`config.mk`:
```
export PLATFORM = sky130hd
export DESIGN_NAME = wb_arb_stage
export DESIGN_NICKNAME = d
export VERILOG_FILES = /design/src/rtl/wb_pkg.sv /design/src/rtl/wb_load_align.sv /design/src/rtl/wb_arb_stage.sv
export SDC_FILE = /design/constraint.sdc
export NUM_CORES = 1
export LEC_CHECK = 0
export BUFFER_PORTS_ARGS = -buffer_cell sky130_fd_sc_hd__buf_2
export CORE_MARGIN = 3
export CORE_UTILIZATION = 46
export CTS_CLUSTER_SIZE = 25
export DETAILED_ROUTE_END_ITERATION = 8
export PLACE_DENSITY = 0.82
export REMOVE_ABC_BUFFERS = 1
export SYNTH_ARGS = -nofsm -noshare
export SYNTH_HDL_FRONTEND = slang
export SYNTH_SLANG_ARGS = --single-unit
```
`constraint.sdc`:
```
create_clock -name clk -period 2.6 [get_ports clk]
set_input_delay 0.26 -clock clk [delete_from_list [all_inputs] [get_ports clk]]
set_output_delay 0.26 -clock clk [all_outputs]
set_load 0.02 [all_outputs]
```
`src/rtl/wb_pkg.sv`:
```
// -----------------------------------------------------------------------------
// wb_pkg
// Shared types and constants for the write-back stage.
//   wb_sel_e  : write-back source select (ALU result, PC+4, load data, CSR data)
//   F3_*      : load funct3 encodings understood by the load formatter
//   funct3_t  : funct3 field type
// -----------------------------------------------------------------------------
package wb_pkg;

    typedef enum logic [1:0] {
        WB_ALU  = 2'd0,
        WB_PC4  = 2'd1,
        WB_LOAD = 2'd2,
        WB_CSR  = 2'd3
    } wb_sel_e;

    typedef logic [2:0] funct3_t;

    localparam funct3_t F3_LB  = 3'b000;
    localparam funct3_t F3_LH  = 3'b001;
    localparam funct3_t F3_LW  = 3'b010;
    localparam funct3_t F3_LBU = 3'b100;
    localparam funct3_t F3_LHU = 3'b101;

endpackage

```
`src/rtl/wb_load_align.sv`:
```
// -----------------------------------------------------------------------------
// wb_load_align
// Purely combinational load formatter. Moves the addressed byte lane down to
// bit 0 and sign- or zero-extends according to the load type.
//   word   in  XLEN            raw data-memory word
//   offset in  log2(XLEN/8)    byte offset inside the word
//   funct3 in  3               load type
//   data   out XLEN            formatted load value
// Misaligned halfword/word loads simply see zeros shifted in from the top;
// unsupported funct3 values pass the raw word through untouched.
// -----------------------------------------------------------------------------
module wb_load_align
    import wb_pkg::*;
#(
    parameter int XLEN = 32
) (
    input  logic [XLEN-1:0]           word,
    input  logic [$clog2(XLEN/8)-1:0] offset,
    input  funct3_t                   funct3,
    output logic [XLEN-1:0]           data
);

    logic [XLEN-1:0] shifted;

    assign shifted = word >> {offset, 3'b000};

    always_comb begin
        // NOTE: default assignment first so every path drives data; no latch.
        data = word;
        case (funct3)
            F3_LB:   data = XLEN'($signed(shifted[7:0]));
            F3_LH:   data = XLEN'($signed(shifted[15:0]));
            F3_LW:   data = XLEN'($signed(shifted[31:0]));
            F3_LBU:  data = XLEN'(shifted[7:0]);
            F3_LHU:  data = XLEN'(shifted[15:0]);
            default: data = word;
        endcase
    end

endmodule

```
`src/rtl/wb_arb_stage.sv`:
```
// -----------------------------------------------------------------------------
// wb_arb_stage
// Registered RV32/RV64 write-back stage. Selects and formats the MEM-stage
// result and arbitrates the register-file write port between the in-order
// pipeline (P) and a long-latency unit (L) with bounded starvation of L.
//   clk, rst_n        clock, async active-low reset
//   mem_*             MEM-stage instruction and its result sources
//   flush             kill the current MEM-stage instruction
//   lu_valid/rd/data  long-latency result
//   lu_ready   out    L accepted this cycle (combinational)
//   mem_stall  out    MEM must hold its inputs this cycle (combinational)
//   rf_we/waddr/wdata registered register-file write port
//   rf_from_lu out    registered: current write comes from L
// -----------------------------------------------------------------------------
module wb_arb_stage
    import wb_pkg::*;
#(
    parameter int XLEN     = 32,
    parameter int RADDR_W  = 5,
    parameter int MAX_WAIT = 2
) (
    input  logic               clk,
    input  logic               rst_n,
    input  logic               mem_valid,
    input  logic               mem_we,
    input  logic [RADDR_W-1:0] mem_rd,
    input  logic [1:0]         mem_wb_sel,
    input  logic [XLEN-1:0]    mem_opr_res,
    input  logic [XLEN-1:0]    mem_pc,
    input  logic [XLEN-1:0]    mem_rdata,
    input  logic [XLEN-1:0]    mem_csr_rdata,
    input  logic [2:0]         mem_funct3,
    input  logic               flush,
    input  logic               lu_valid,
    input  logic [RADDR_W-1:0] lu_rd,
    input  logic [XLEN-1:0]    lu_data,
    output logic               lu_ready,
    output logic               mem_stall,
    output logic               rf_we,
    output logic [RADDR_W-1:0] rf_waddr,
    output logic [XLEN-1:0]    rf_wdata,
    output logic               rf_from_lu
);

    localparam int OFF_W = $clog2(XLEN / 8);
    localparam int WC_W  = $clog2(MAX_WAIT + 1);

    wb_sel_e         sel;
    logic [XLEN-1:0] load_data;
    logic [XLEN-1:0] p_wdata;
    logic            p_cand;
    logic            l_cand;
    logic            l_prio;
    logic            grant_p;
    logic            grant_l;
    logic            l_write;
    logic [WC_W-1:0] wait_cnt;
    logic [WC_W-1:0] wait_nxt;

    assign sel = wb_sel_e'(mem_wb_sel);

    wb_load_align #(.XLEN(XLEN)) u_load_align (
        .word   (mem_rdata),
        .offset (mem_opr_res[OFF_W-1:0]),
        .funct3 (funct3_t'(mem_funct3)),
        .data   (load_data)
    );

    always_comb begin
        p_wdata = mem_opr_res;
        case (sel)
            WB_ALU:  p_wdata = mem_opr_res;
            WB_PC4:  p_wdata = mem_pc + XLEN'(4);
            WB_LOAD: p_wdata = load_data;
            WB_CSR:  p_wdata = mem_csr_rdata;
            default: p_wdata = mem_opr_res;
        endcase
    end

    // Instructions that do not write (rd=0, we=0, flushed) are not candidates,
    // so they never cost L a cycle; flush reaches mem_stall only through here.
    assign p_cand  = mem_valid & mem_we & (mem_rd != '0) & ~flush;
    assign l_cand  = lu_valid;
    assign l_prio  = (wait_cnt == WC_W'(MAX_WAIT));
    assign grant_l = l_cand & (~p_cand | l_prio);
    assign grant_p = p_cand & ~grant_l;

    // An L result targeting x0 is consumed but never written.
    assign l_write = grant_l & (lu_rd != '0);

    assign lu_ready  = grant_l;
    assign mem_stall = p_cand & grant_l;

    // Count denials of a waiting L; any grant or gap in lu_valid restarts it.
    always_comb begin
        wait_nxt = '0;
        if (l_cand && !grant_l && !l_prio) begin
            wait_nxt = wait_cnt + WC_W'(1);
        end else if (l_cand && !grant_l) begin
            wait_nxt = wait_cnt;
        end
    end

    always_ff @(posedge clk or negedge rst_n) begin
        if (!rst_n) begin
            rf_we      <= 1'b0;
            rf_waddr   <= '0;
            rf_wdata   <= '0;
            rf_from_lu <= 1'b0;
            wait_cnt   <= '0;
        end else begin
            // NOTE: non-blocking assignments for all registered state so every
            // flop samples pre-edge values regardless of statement order.
            rf_we      <= grant_p | l_write;
            rf_from_lu <= l_write;
            wait_cnt   <= wait_nxt;
            if (l_write) begin
                rf_waddr <= lu_rd;
                rf_wdata <= lu_data;
            end else if (grant_p) begin
                rf_waddr <= mem_rd;
                rf_wdata <= p_wdata;
            end
        end
    end

endmodule

```
# Yosys cells after proc, flatten, opt, wreduce, memory -nomap -nowiden
# Index checks and enable logic that the tools add are counted.
[classes]
addsub = 2
n_eq_ne = 9
n_shift = 1
n_mux = 8
bitwise_logic = 12
reduce_logical = 9
[op_table]
columns = ["op", "count"]
rows = [
  ["$pmux 32 s5", 1],
  ["$pmux 32 s4", 1],
  ["$mux 32", 2],
  ["$add 32x3->32 const B", 1],
  ["$shr 32x5->32", 1],
  ["$mux 5", 2],
  ["$reduce_bool 5->1", 2],
  ["$and 1x1->1", 7],
  ["$eq 2x2->1 const B", 3],
  ["$eq 3x3->1 const B", 2],
  ["$mux 2", 2],
  ["$eq 3x1->1 const B", 1],
  ["$eq 3x2->1 const B", 1],
  ["$logic_not 3->1", 1],
  ["$not 1->1", 3],
  ["$add 2x1->2 const B", 1],
  ["$eq 2x1->1 const B", 1],
  ["$logic_and 1x1->1", 2],
  ["$logic_not 1->1", 2],
  ["$logic_not 2->1", 1],
  ["$ne 2x1->1 const B", 1],
  ["$or 1x1->1", 2],
  ["$reduce_bool 2->1", 1],
]
[word_totals]
ff_bits = 41
input_bits = 181
out_inout_bits = 41
wordCells = 46

# Logic depth before layout (Yosys ltp)
# Gate-level depths: netlist of the first run.
[logic_depth]
ltp_word = 10
ltp_mapped = 9
mapped_depth_nobuf = 8

# Modules after synthesis
# From an unflattened synthesis of the first run, not the netlist that was laid out.
[unflattened]
hier_cells = 567
area_unflattened_um2 = 4536.9
[modules_own_cells]
columns = ["mod", "instances", "cells_per_inst", "area_each_um2", "seq_area_each_um2"]
rows = [
  ["wb_arb_stage", 1, 399, 3497.1, 1026.0],
  ["wb_load_align", 1, 168, 1039.7, 0.0],
]

# Least setup slack after synthesis of the first run
# No wires, ideal clock.
[synth_timing]
kind = "input -> register"
from = "in mem_opr_res[1]"
to = "reg rf_wdata[28]"
setup_ns = 0.124
arrival_ns = 1.887
required_time_ns = 2.476
setup_slack_ns = 0.589
stages = 7
path_buffers = 1
path_cell_list = "buf_6 -> mux4_2 -> nor3_2 -> a21oi_2 -> o21a_4 -> a221o_1 -> a211o_1"
[synth_between]
elab_chain_len = 5
[synth_rtl]
columns = ["item", "line", "text"]
rows = [
  ["start: declaration", "wb_arb_stage.sv:28", "input logic [XLEN-1:0] mem_opr_res,"],
  ["$shr 32x5->32", "wb_load_align.sv:25", "assign shifted = word >> {offset, 3'b000};"],
  ["$pmux 32 s5", "wb_load_align.sv:30", "case (funct3)"],
  ["$pmux 32 s4", "wb_arb_stage.sv:71", "case (sel)"],
  ["$mux 32", "wb_arb_stage.sv:120", "end else if (grant_p) begin"],
  ["$mux 32", "wb_arb_stage.sv:117", "if (l_write) begin"],
  ["end signal: assignment", "wb_arb_stage.sv:119", "rf_wdata <= lu_data;"],
  ["end signal: assignment", "wb_arb_stage.sv:122", "rf_wdata <= p_wdata;"],
  ["end: declaration", "wb_arb_stage.sv:41", "output logic [XLEN-1:0] rf_wdata,"],
]
# No other way between the ends. The select of a mux whose other input is x is not followed.
# A chain may end at the register's enable or synchronous reset.

# Final worst setup path of the first run
[layout_timing]
from = "in mem_rd[1]"
to = "out mem_stall"
[layout_between]
elab_chain_len = 7
[layout_rtl]
columns = ["item", "line", "text"]
rows = [
  ["start: declaration", "wb_arb_stage.sv:26", "input logic [RADDR_W-1:0] mem_rd,"],
  ["$reduce_bool 5->1 (*)", "wb_arb_stage.sv:82", "assign p_cand = mem_valid & mem_we & (mem_rd != '0) & ~flush;"],
  ["$and 1x1->1 (*) (2 in a row)", "wb_arb_stage.sv:82", ""],
  ["$not 1->1", "wb_arb_stage.sv:85", "assign grant_l = l_cand & (~p_cand | l_prio);"],
  ["$or 1x1->1", "wb_arb_stage.sv:85", ""],
  ["$and 1x1->1", "wb_arb_stage.sv:85", ""],
  ["$and 1x1->1 (*)", "wb_arb_stage.sv:92", "assign mem_stall = p_cand & grant_l;"],
  ["end: declaration", "wb_arb_stage.sv:38", "output logic mem_stall,"],
]
# Every way passes the cells marked *; elsewhere a longest branch is shown, timed or not.

==> summary.txt, run 1 <==
Outcome
  – Status: completed

STA
  – Max-slew headroom: 0.3635
  – Fmax: 0.4883 GHz
  – Final min period: 2.048 ns
  – RSZ-0062 raised after global routing: false
  – Measured slew at the worst slew-check pin: 0.9547 ns
  – Final WS setup: 0.5523 ns
  – Clk_skew: 0.01175 ns
  – Setup-failing EPs final: 0
  – Hold Slack: 0.09881 ns
  – Final Cycle Share: 0.7876
  – Slew Limit Fails: 0
  – Final hold vios: 0

Floorplanning
  – Die Ht: 99.43 um
  – Floorplan row count: 33
  – Io pins: 222
  – Initial Utilization: 0.4814
  – Die Width: 99.43 um
  – Die area: 9885 sq um
  – Area of the core: 8341 sq um

Route
  – Initial DRC count: 442
  – Via/cell ratio: 6.234
  – Via count: 5293
  – Initial DRT Pass Iterations: 5
  – Number of remaining DRC errors: 0
  – Antenna-violating nets left: 0
  – Final WL: 17070 um
  – WL per Instance: 20.10 um

Cells and area
  – Share of layout cells above drive strength 1: 0.3669
  – Synthesis-to-layout area growth: 34.12%
  – Fin nets: 926
  – Commonest cells after routing, fill and taps aside: buf_2, nand2_1, nor2_1
  – Post-route non-filler standard cell count: 849
  – Most common cell after layout, fill and taps aside: buf_2
  – Finished Cell Area: 5385 sq um
  – # diodes: 0

Global route
  – Largest net degree at the start of global routing: 42
  – Total grt overflow: 0
  – Tot GR Track Use: 0.3366
  – Vias in the first global route: 5333
  – Global-route wire length before repair: 26530 um
  – Initial antenna violation count: 0

Worst setup path
  – Crit path largest cell delay: 0.54 ns
  – Crit path top cell by count: buf_2
  – R2r endpoint: rf_wdata[8]
  – Reg2Reg Depth: 8
  – R2R setup slack: 0.57 ns
  – CP max stage cell: or4_4
  – Worst Path Max Fanout: 6
  – CP endpoint kind: primary output
  – WP data arrival: 1.79 ns
  – Startpoint Class: input port
  – Crit Path Class: in -> out
  – Critical path required time: 2.34 ns
  – Worst r2r src: wait_cnt[0]
  – CP Cell Sequence: buf_2 > or4_4 > o21ai_2 > o21a_1 > nor2b_1 > buf_2

Clock tree
  – Clk slew on worst S/H paths: 0.10 ns
  – Max Buffers Root-to-Sink: 2
  – Clk_lat worst skew: 0.31 ns
  – Post-CTS setup buffer count: 0
  – Post_cts resized: 0
  – H-tree Lvls: 2
  – CTS tree: done
  – Root Buffer: clkbuf_8
  – Clk sinks: 41
  – Cts hold-fix bufs: 0
  – Num CTS Buffers: 5

Synth
  – Synth top area share: 0.2555
  – Synth Warn #: 0
  – Synth Area per Inst: 7.576 sq um
  – Mapped Area: 4015 sq um
  – Netlist cell types: 62
  – Synth top area cells: dfrtp_1, nand2_1, xnor2_1
  – Post-synth top area cell: dfrtp_1
  – Async SR Flop Fraction: 1.000
  – Seq cells post-synth: 41
  – Number of flops mapped to enable cells by yosys: 0
  – Gate Count Post-Synth: 530
  – Seq/Total Area, Yosys: 0.2555
  – Ys flop type: dfrtp_1

Pwr
  – Maximum vdd drop: 0.2261 mV
  – Pleak: 2.489 nW
  – Switch Pwr: 839.4 uW
  – Final Power: 2.201 mW
  – Comb pwr share: 0.401
  – Switching share of power: 0.3814
  – Clk pwr share: 0.250
  – Pwr Density: 408.7 nW/um^2
  – Sequential Power Share: 0.350
  – Int Pwr: 1.362 mW

Placement
  – Final GP Congestion: 0.9402
  – Placed cell areas: 5270 sq um
  – HPWL Detailed: 13490 um
  – Port bufs: 221
  – Pre-CTS setup slack: 0.2665 ns
  – Placed insts: 841

Run
  – Max Cap Viol: 0

Worst hold path
  – HP Class: in -> async
## state kept, by name, summed over array words and instances, names as in the netlist
signal	count
rf_from_lu	1
rf_we	1
rf_wdata	32
wait_cnt	2
rf_waddr	5
## cells in the mapped netlist (3+ instances only)
cell type and instances:
inv_1 8, o211ai_1 15, o221ai_1 14, nand2b_1 8, nand4_1 14, nor2_1 52
buf_1 7, buf_2 10, nand3_1 39, a22oi_1 17, a211oi_1 5, a211o_1 5
mux2_2 3, nor3_1 11, nor2b_1 6, nand2_1 66, a31oi_1 6, o22ai_1 5
xnor2_1 25, clkbuf_1 21, o21ai_0 29, a21oi_1 25, and3_1 8, dfrtp_1 41
a221o_1 8, xor2_1 3, mux2i_1 16, a222oi_1 4, a2111oi_0 5, a221oi_1 11
## routing by layer
metal | global-route usage | share of wire | up-vias
li1 | - | - | 2438
met1 | 0.4327 | 0.41 | 2507
met2 | 0.5677 | 0.48 | 299
met3 | 0.05961 | 0.086 | 49
met4 | 0.1197 | 0.028 | 0
met5 | 0 | 0 | -
## final cells by class
class                   count  area (sq um)
clock buffers               5         68.82
clock inverters             3         46.29
fillers                   787          2955
inverters                  12         45.04
multi-input cells         438          2781
flip-flops and latches     41          1026
well taps                 105         131.4
repair buffers            245          1286
## power groups by stage
stage	clock network [mW]	logic [mW]	registers [mW]
after floorplan	0	0.320	0.879
after global placement	0	0.856	0.778
after detailed placement	0	0.872	0.780
after CTS	0.554	0.874	0.768
after global routing	0.584	0.952	0.779
final	0.550	0.882	0.770
## critical path: cells and delay by family
kind	cells	cell delay (ns)
AO/OA/AOI/OAI	2	0.56
buffers and inverters	2	0.28
AND/OR/NAND/NOR	2	0.69
## cell families (layout without fill, tap and decap cells)
kind of cell	Yosys count	in the layout	synth area share
and+or+nand+nor	220	220	0.2640
AOI/OAI and AO/OA	166	166	0.2982
buffers and inverters	51	265	0.05267
DFF	41	41	0.2555
xor gates and xnor gates	28	28	0.06108
muxes	22	22	0.06232
adders and majority gates	2	2	0.006231
## through the flow
step	utilization	setup TNS, ns
2_1_floorplan	-	-0.1278
3_3_place_gp	0.6319	0
3_5_place_dp	0.6319	0
4_1_cts	0.6457	0
5_1_grt	0.6457	0
6_report	0.6457	0
## how the worst max path moves through the flow
stage	startpoint	to	slack, ns
global route	mem_rd[1]	rf_wdata[13]	0.47
CTS	mem_rd[1]	mem_stall	0.56
global placement	mem_rd[1]	rf_wdata[28]	0.35
finish	mem_rd[1]	mem_stall	0.55
floorplan	mem_rd[1]	rf_wdata[25]	-0.11
detailed placement	mem_rd[1]	rf_wdata[28]	0.27
Power figures use the tool's default switching activity.
==> run 2: changes to the inputs <==
--- a/config.mk
+++ b/config.mk
@@ -7,10 +7,10 @@
 export LEC_CHECK = 0
 export BUFFER_PORTS_ARGS = -buffer_cell sky130_fd_sc_hd__buf_2
 export CORE_MARGIN = 3
-export CORE_UTILIZATION = 46
+export CORE_UTILIZATION = 41
 export CTS_CLUSTER_SIZE = 25
 export DETAILED_ROUTE_END_ITERATION = 8
-export PLACE_DENSITY = 0.82
+export PLACE_DENSITY = 0.78
 export REMOVE_ABC_BUFFERS = 1
 export SYNTH_ARGS = -nofsm -noshare
 export SYNTH_HDL_FRONTEND = slang
==> constraint.sdc (replaced) <==
create_clock -name clk -period 1.8 [get_ports clk]
set_input_delay 0.18 -clock clk [delete_from_list [all_inputs] [get_ports clk]]
set_output_delay 0.18 -clock clk [all_outputs]
set_load 0.02 [all_outputs]
==> summary.txt, run 2 (synthesized netlist as in run 1, its figures left out) <==
Pwr
  – Final Power: 3.358 mW
  – Pwr Density: 512.7 nW/um^2
  – Switch Pwr: 1.330 mW
  – Pleak: 3.063 nW
  – Switching share of power: 0.3962
  – Int Pwr: 2.027 mW
  – Clk pwr share: 0.191
  – Maximum vdd drop: 0.2781 mV
  – Comb pwr share: 0.473
  – Sequential Power Share: 0.336

STA
  – Final Cycle Share: 1.053
  – Max-slew headroom: 0.2079
  – Fmax: 0.5274 GHz
  – Clk_skew: 0.008820 ns
  – RSZ-0062 raised after global routing: true
  – Final min period: 1.896 ns
  – Slew Limit Fails: 0
  – Setup TNS: -0.4733 ns
  – Final hold vios: 0
  – Final WS setup: -0.09598 ns
  – Setup-failing EPs final: 14
  – Measured slew at the worst slew-check pin: 1.184 ns

Clock tree
  – Clk sinks: 41
  – Clk_lat worst skew: 0.31 ns
  – H-tree Lvls: 2
  – CTS tree: done
  – Clk slew on worst S/H paths: 0.09 ns
  – Num CTS Buffers: 5
  – Max Buffers Root-to-Sink: 2
  – Root Buffer: clkbuf_8

Outcome
  – Status: finished, violations left
  – Violated checks: setup timing

Floorplanning
  – Die Width: 105.0 um
  – Floorplan row count: 35
  – Io pins: 222
  – Die Ht: 105.0 um
  – Die area: 11020 sq um
  – Area of the core: 9371 sq um
  – Initial Utilization: 0.4284

Worst setup path
  – Startpoint Class: flip-flop
  – WP data arrival: 2.10 ns
  – CP endpoint kind: flip-flop
  – Critical path required time: 2.01 ns
  – Crit Path Class: reg -> reg
  – Worst Path Max Fanout: 6

Placement
  – Final GP Congestion: 0.9494
  – HPWL Detailed: 14640 um
  – Placed cell areas: 5891 sq um
  – Placed insts: 937
  – Port bufs: 221

Global route
  – Global-route wire length before repair: 28920 um
  – Vias in the first global route: 5548
  – Tot GR Track Use: 0.3295
  – Largest net degree at the start of global routing: 42
  – Total grt overflow: 0
  – Initial antenna violation count: 0

Cells and area
  – # diodes: 0
  – Post-route non-filler standard cell count: 968
  – Fin nets: 1021
  – Commonest cells after routing, fill and taps aside: buf_2, buf_4, nand2_1
  – Share of layout cells above drive strength 1: 0.4779
  – Fin util: 0.6988
  – Top flop regs: rf_wdata x32, rf_waddr x5, wait_cnt x2
  – Fill cells: 821
  – Register name with the most flops: rf_wdata
  – Finished Cell Area: 6549 sq um
  – Most common cell after layout, fill and taps aside: buf_2
  – Largest register FFs: 32
  – Synthesis-to-layout area growth: 63.10%

Worst hold path
  – HP Class: in -> reg

Route
  – Antenna-violating nets left: 0
  – WL per Instance: 20.45 um
  – Initial DRT Pass Iterations: 5
  – Via/cell ratio: 6.015
  – Number of remaining DRC errors: 0
  – Initial DRC count: 650
  – Final WL: 19800 um
  – Via count: 5823

Run
  – Max Cap Viol: 0
[run 2: changes by cell type in the layout (fill, tap and decap cells not counted), sizes merged]
| cell | delta |
|---|---|
| bufinv | -1 |
| clkinvlp | -1 |
| dlygate4sd3 | +1 |
| buf | +93 |
| clkinv | +1 |
| clkbuf | +2 |
[run 2: final timing paths]
kind	slack, ns	cells after the start	startpoint	end
worst max-delay path	-0.1	8	wait_cnt[1]	rf_wdata[8]
worst min-delay path	0.06	3	lu_data[5]	rf_wdata[5]
worst min register to register	0.52	2	rf_waddr[1]	rf_waddr[1]
max in group asynchronous	0.90	3	rst_n	rf_wdata[2]
worst max register to register	-0.1	8	wait_cnt[1]	rf_wdata[8]
min in group asynchronous	0.47	3	rst_n	rf_wdata[0]
[run 2: per-stage QoR]
step	worst slack, ns	hold WS, ns
3_3_place_gp	-0.2445	0.2845
5_1_grt	-0.1332	0.07768
6_report	-0.09598	0.06293
3_5_place_dp	-0.3239	0.2939
2_1_floorplan	-0.8479	-0.1156
4_1_cts	-0.04926	0.06839
[run 2: critical path, cell delays in order, from the launching register on]
cell and delay (ns):
dfrtp_1 0.43, ha_4 0.19, buf_6 0.13, buf_12 0.12, a21oi_4 0.20, nor2_4 0.08, buf_12 0.14, a221o_1 0.29
a41o_1 0.21
[run 2: routing by layer]
layer | GRT usage | share of wire | up-vias
met5 | 0 | 0 | -
met4 | 0.1209 | 0.041 | 0
met3 | 0.06671 | 0.099 | 72
met2 | 0.5541 | 0.49 | 408
met1 | 0.4164 | 0.37 | 2717
li1 | - | - | 2626
[run 2: power by group through the flow]
stage                     sequential (mW)  combinational (mW)  clock [mW]
after floorplan                      1.27               0.462           0
after global placement               1.13                1.37           0
after detailed placement             1.13                1.40           0
after CTS                            1.11                1.46       0.633
after global routing                 1.14                1.69       0.671
final                                1.13                1.59       0.640
[run 2: area by class of cell]
class,instances,area [sq um],share of cell area
sequential,41,1026,0.1567
multi-input combinational,438,3023,0.4616
timing repair buffer,340,2211,0.3376
clock buffer,6,72.57,0.01108
clock inverter,2,10.01,0.001528
inverter,12,45.04,0.006878
tap,129,161.4,0.02465
[run 2: repair_timing]
item | in CTS | in global routing
hold buffers | 1 | 0
hold endpoints to repair | 41 | 0
setup endpoints to repair | 33 | 31
gates cloned | 2 | 1
resized for setup | 26 | 47
pin swaps | 5 | 20
buffers inserted | 9 | 12
==> run 3: changes to the inputs <==
--- a/config.mk
+++ b/config.mk
@@ -7,11 +7,12 @@
 export LEC_CHECK = 0
 export BUFFER_PORTS_ARGS = -buffer_cell sky130_fd_sc_hd__buf_2
 export CORE_MARGIN = 3
-export CORE_UTILIZATION = 41
+export CORE_UTILIZATION = 43
 export CTS_CLUSTER_SIZE = 25
 export DETAILED_ROUTE_END_ITERATION = 8
-export PLACE_DENSITY = 0.78
+export PLACE_DENSITY = 0.79
 export REMOVE_ABC_BUFFERS = 1
 export SYNTH_ARGS = -nofsm -noshare
 export SYNTH_HDL_FRONTEND = slang
+export SYNTH_HIERARCHICAL = 1
 export SYNTH_SLANG_ARGS = --single-unit
==> summary.txt, run 3 <==
Placement
  – Final GP Congestion: 0.9315
  – HPWL Detailed: 14490 um
  – Placed cell areas: 6108 sq um
  – Port bufs: 221

Synth
  – Async SR Flop Fraction: 1.000
  – Synth Warn #: 6
  – Seq cells post-synth: 41
  – Count leader, synth: nand2_1
  – Seq/Total Area, Yosys: 0.2261
  – Gate Count Post-Synth: 567
  – Mapped Area: 4537 sq um
  – Synth top area share: 0.2261
  – Synth Area per Inst: 8.002 sq um
  – Post-synth top cells: nand2_1, nor2_1, a21oi_1
  – Number of flops mapped to enable cells by yosys: 0
  – Netlist cell types: 64
  – Post-synth top area cell: dfrtp_1
  – Ys flop type: dfrtp_1
  – Synth top area cells: dfrtp_1, nand2_1, a21oi_1

STA
  – Final min period: 1.924 ns
  – Final hold vios: 0
  – Final WS setup: -0.1235 ns
  – Setup TNS: -0.6282 ns
  – Setup-failing EPs final: 11
  – Clk_skew: 0.004475 ns
  – Final Cycle Share: 1.069
  – Fmax: 0.5199 GHz
  – Measured slew at the worst slew-check pin: 0.7245 ns
  – Max-slew headroom: 0.5152
  – Slew Limit Fails: 0
  – RSZ-0062 raised after global routing: true

Floorplanning
  – Initial Utilization: 0.4537
  – Die area: 11820 sq um
  – Die Ht: 108.7 um
  – Area of the core: 10000 sq um
  – Io pins: 222
  – Floorplan row count: 36
  – Die Width: 108.7 um

Worst setup path
  – Worst Path Max Fanout: 6
  – CP Depth: 11
  – Crit Path Class: in -> reg
  – WP data arrival: 2.12 ns
  – CP max stage cell: mux2_2
  – CP endpoint kind: flip-flop
  – Crit path largest cell delay: 0.36 ns
  – Crit path from: mem_opr_res[0]
  – CP delay by family, top: compound AO/OA/AOI/OAI gates
  – Startpoint Class: input port
  – Worst r2r src: wait_cnt[0]
  – Reg2Reg Depth: 8
  – Worst path bufs/invs: 1
  – CP Cell Sequence: buf_8 > mux2_2 > o221ai_2 > a22o_4 > a21boi_4 > o22ai_2 > mux2_4 > a22oi_2 > nor2_1 > a221oi_2 > o21ai_1
  – Critical path required time: 1.99 ns

Global route
  – Initial antenna violation count: 1
  – Largest net degree at the start of global routing: 42
  – Global-route wire length before repair: 27400 um
  – Tot GR Track Use: 0.2962
  – Total grt overflow: 0
  – Vias in the first global route: 5403

Cells and area
  – Top flop regs: rf_wdata x32, rf_waddr x5, wait_cnt x2
  – Most common cell after layout, fill and taps aside: buf_2
  – Synthesis-to-layout area growth: 44.18%
  – Fill cells: 895
  – Fin nets: 1009
  – Largest register FFs: 32
  – Finished Cell Area: 6541 sq um
  – Commonest cells after routing, fill and taps aside: buf_2, nand2_1, buf_4
  – Share of layout cells above drive strength 1: 0.4764
  – Register name with the most flops: rf_wdata

Clock tree
  – Clk_lat worst skew: 0.31 ns
  – Clk slew on worst S/H paths: 0.09 ns
  – Num CTS Buffers: 5
  – CTS tree: done
  – Clk sinks: 41
  – H-tree Lvls: 2
  – Max Buffers Root-to-Sink: 2
  – Root Buffer: clkbuf_8

Route
  – WL per Instance: 18.94 um
  – Number of remaining DRC errors: 0
  – Via/cell ratio: 5.836
  – Initial DRT Pass Iterations: 5
  – Final WL: 18200 um
  – Initial DRC count: 441
  – Antenna-violating nets left: 0
  – Via count: 5608

Outcome
  – Status: finished, violations left
  – Violated checks: setup timing

Worst hold path
  – HP Class: in -> reg
  – HP Start: lu_data[15]
  – Cells on Worst Hold Path: 3

Pwr
  – Maximum vdd drop: 0.3344 mV
  – Pleak: 3.027 nW
  – Final Power: 3.686 mW
  – Pwr Density: 563.4 nW/um^2

Run
  – Max Cap Viol: 0
==> run 3: final cells by class <==
cell class                 count  area (sq um)  share of cell area
clock inverter                 3         68.82             0.01052
timing repair buffer         293          1743              0.2664
inverter                      19         83.83             0.01282
antenna                        1         2.502           0.0003826
tap                          133         166.4             0.02544
sequential                    41          1026              0.1568
multi-input combinational    466          3382              0.5170
clock buffer                   5         68.82             0.01052
==> run 3: final timing paths <==
path,to,slack (ns)
setup / recovery,rf_wdata[31],-0.12
min in group asynchronous,rf_wdata[16],0.48
max in group asynchronous,rf_wdata[24],0.92
hold reg to reg,wait_cnt[0],0.47
hold / removal,rf_wdata[15],0.06
setup reg to reg,rf_wdata[25],0.04
==> run 3: cell families after synthesis <==
family / after synthesis / synth area share
flops: 41 / 0.2261
buf+inv: 60 / 0.07639
simple gates: 206 / 0.2267
xor+xnor: 27 / 0.05212
compound gates: 179 / 0.2648
fa+ha+maj: 2 / 0.005515
mux: 52 / 0.1484
==> run 3: metrics by stage <==
stage          utilization  setup slack [ns]  std cells  hold slack (ns)
2_1_floorplan            -           -0.3797        526          -0.1156
3_3_place_gp        0.6109           -0.3956        946           0.2813
3_5_place_dp        0.6109           -0.5504        946           0.2882
4_1_cts             0.6338           -0.1306        957          0.05929
5_1_grt             0.6542           -0.2441        961          0.08197
6_report            0.6542           -0.1235        961          0.06349
==> run 3: repair_timing <==
action	in CTS	in global routing
hold endpoints to repair	41	0
cloned	0	0
buffers inserted	3	3
gates resized for setup	15	46
hold buffers	1	0
pin swaps	7	22
endpoints found under the setup margin	20	29
==> run 3: power breakdown <==
part	internal (mW)	switching, mW
registers	1.04	0.0706
logic	0.737	0.897
clock network	0.559	0.386
==> run 3: worst register-to-register path, delay by kind of cell (launching register included) <==
kind | cells | cell delay [ns]
AO/OA/AOI/OAI | 4 | 0.76
flip-flops | 1 | 0.38
adder cells (fa/ha/maj) | 1 | 0.17
buffers and inverters | 3 | 0.34
==> run 3: metal layers <==
metal / wire length [um] / GRT usage / part of all wire / vias up
met2: 8807 / 0.5026 / 0.48 / 295
li1: - / - / - / 2598
met3: 1300 / 0.02546 / 0.071 / 33
met1: 7633 / 0.3957 / 0.42 / 2682
met4: 457 / 0.1019 / 0.025 / 0
met5: 0 / 0 / 0 / -
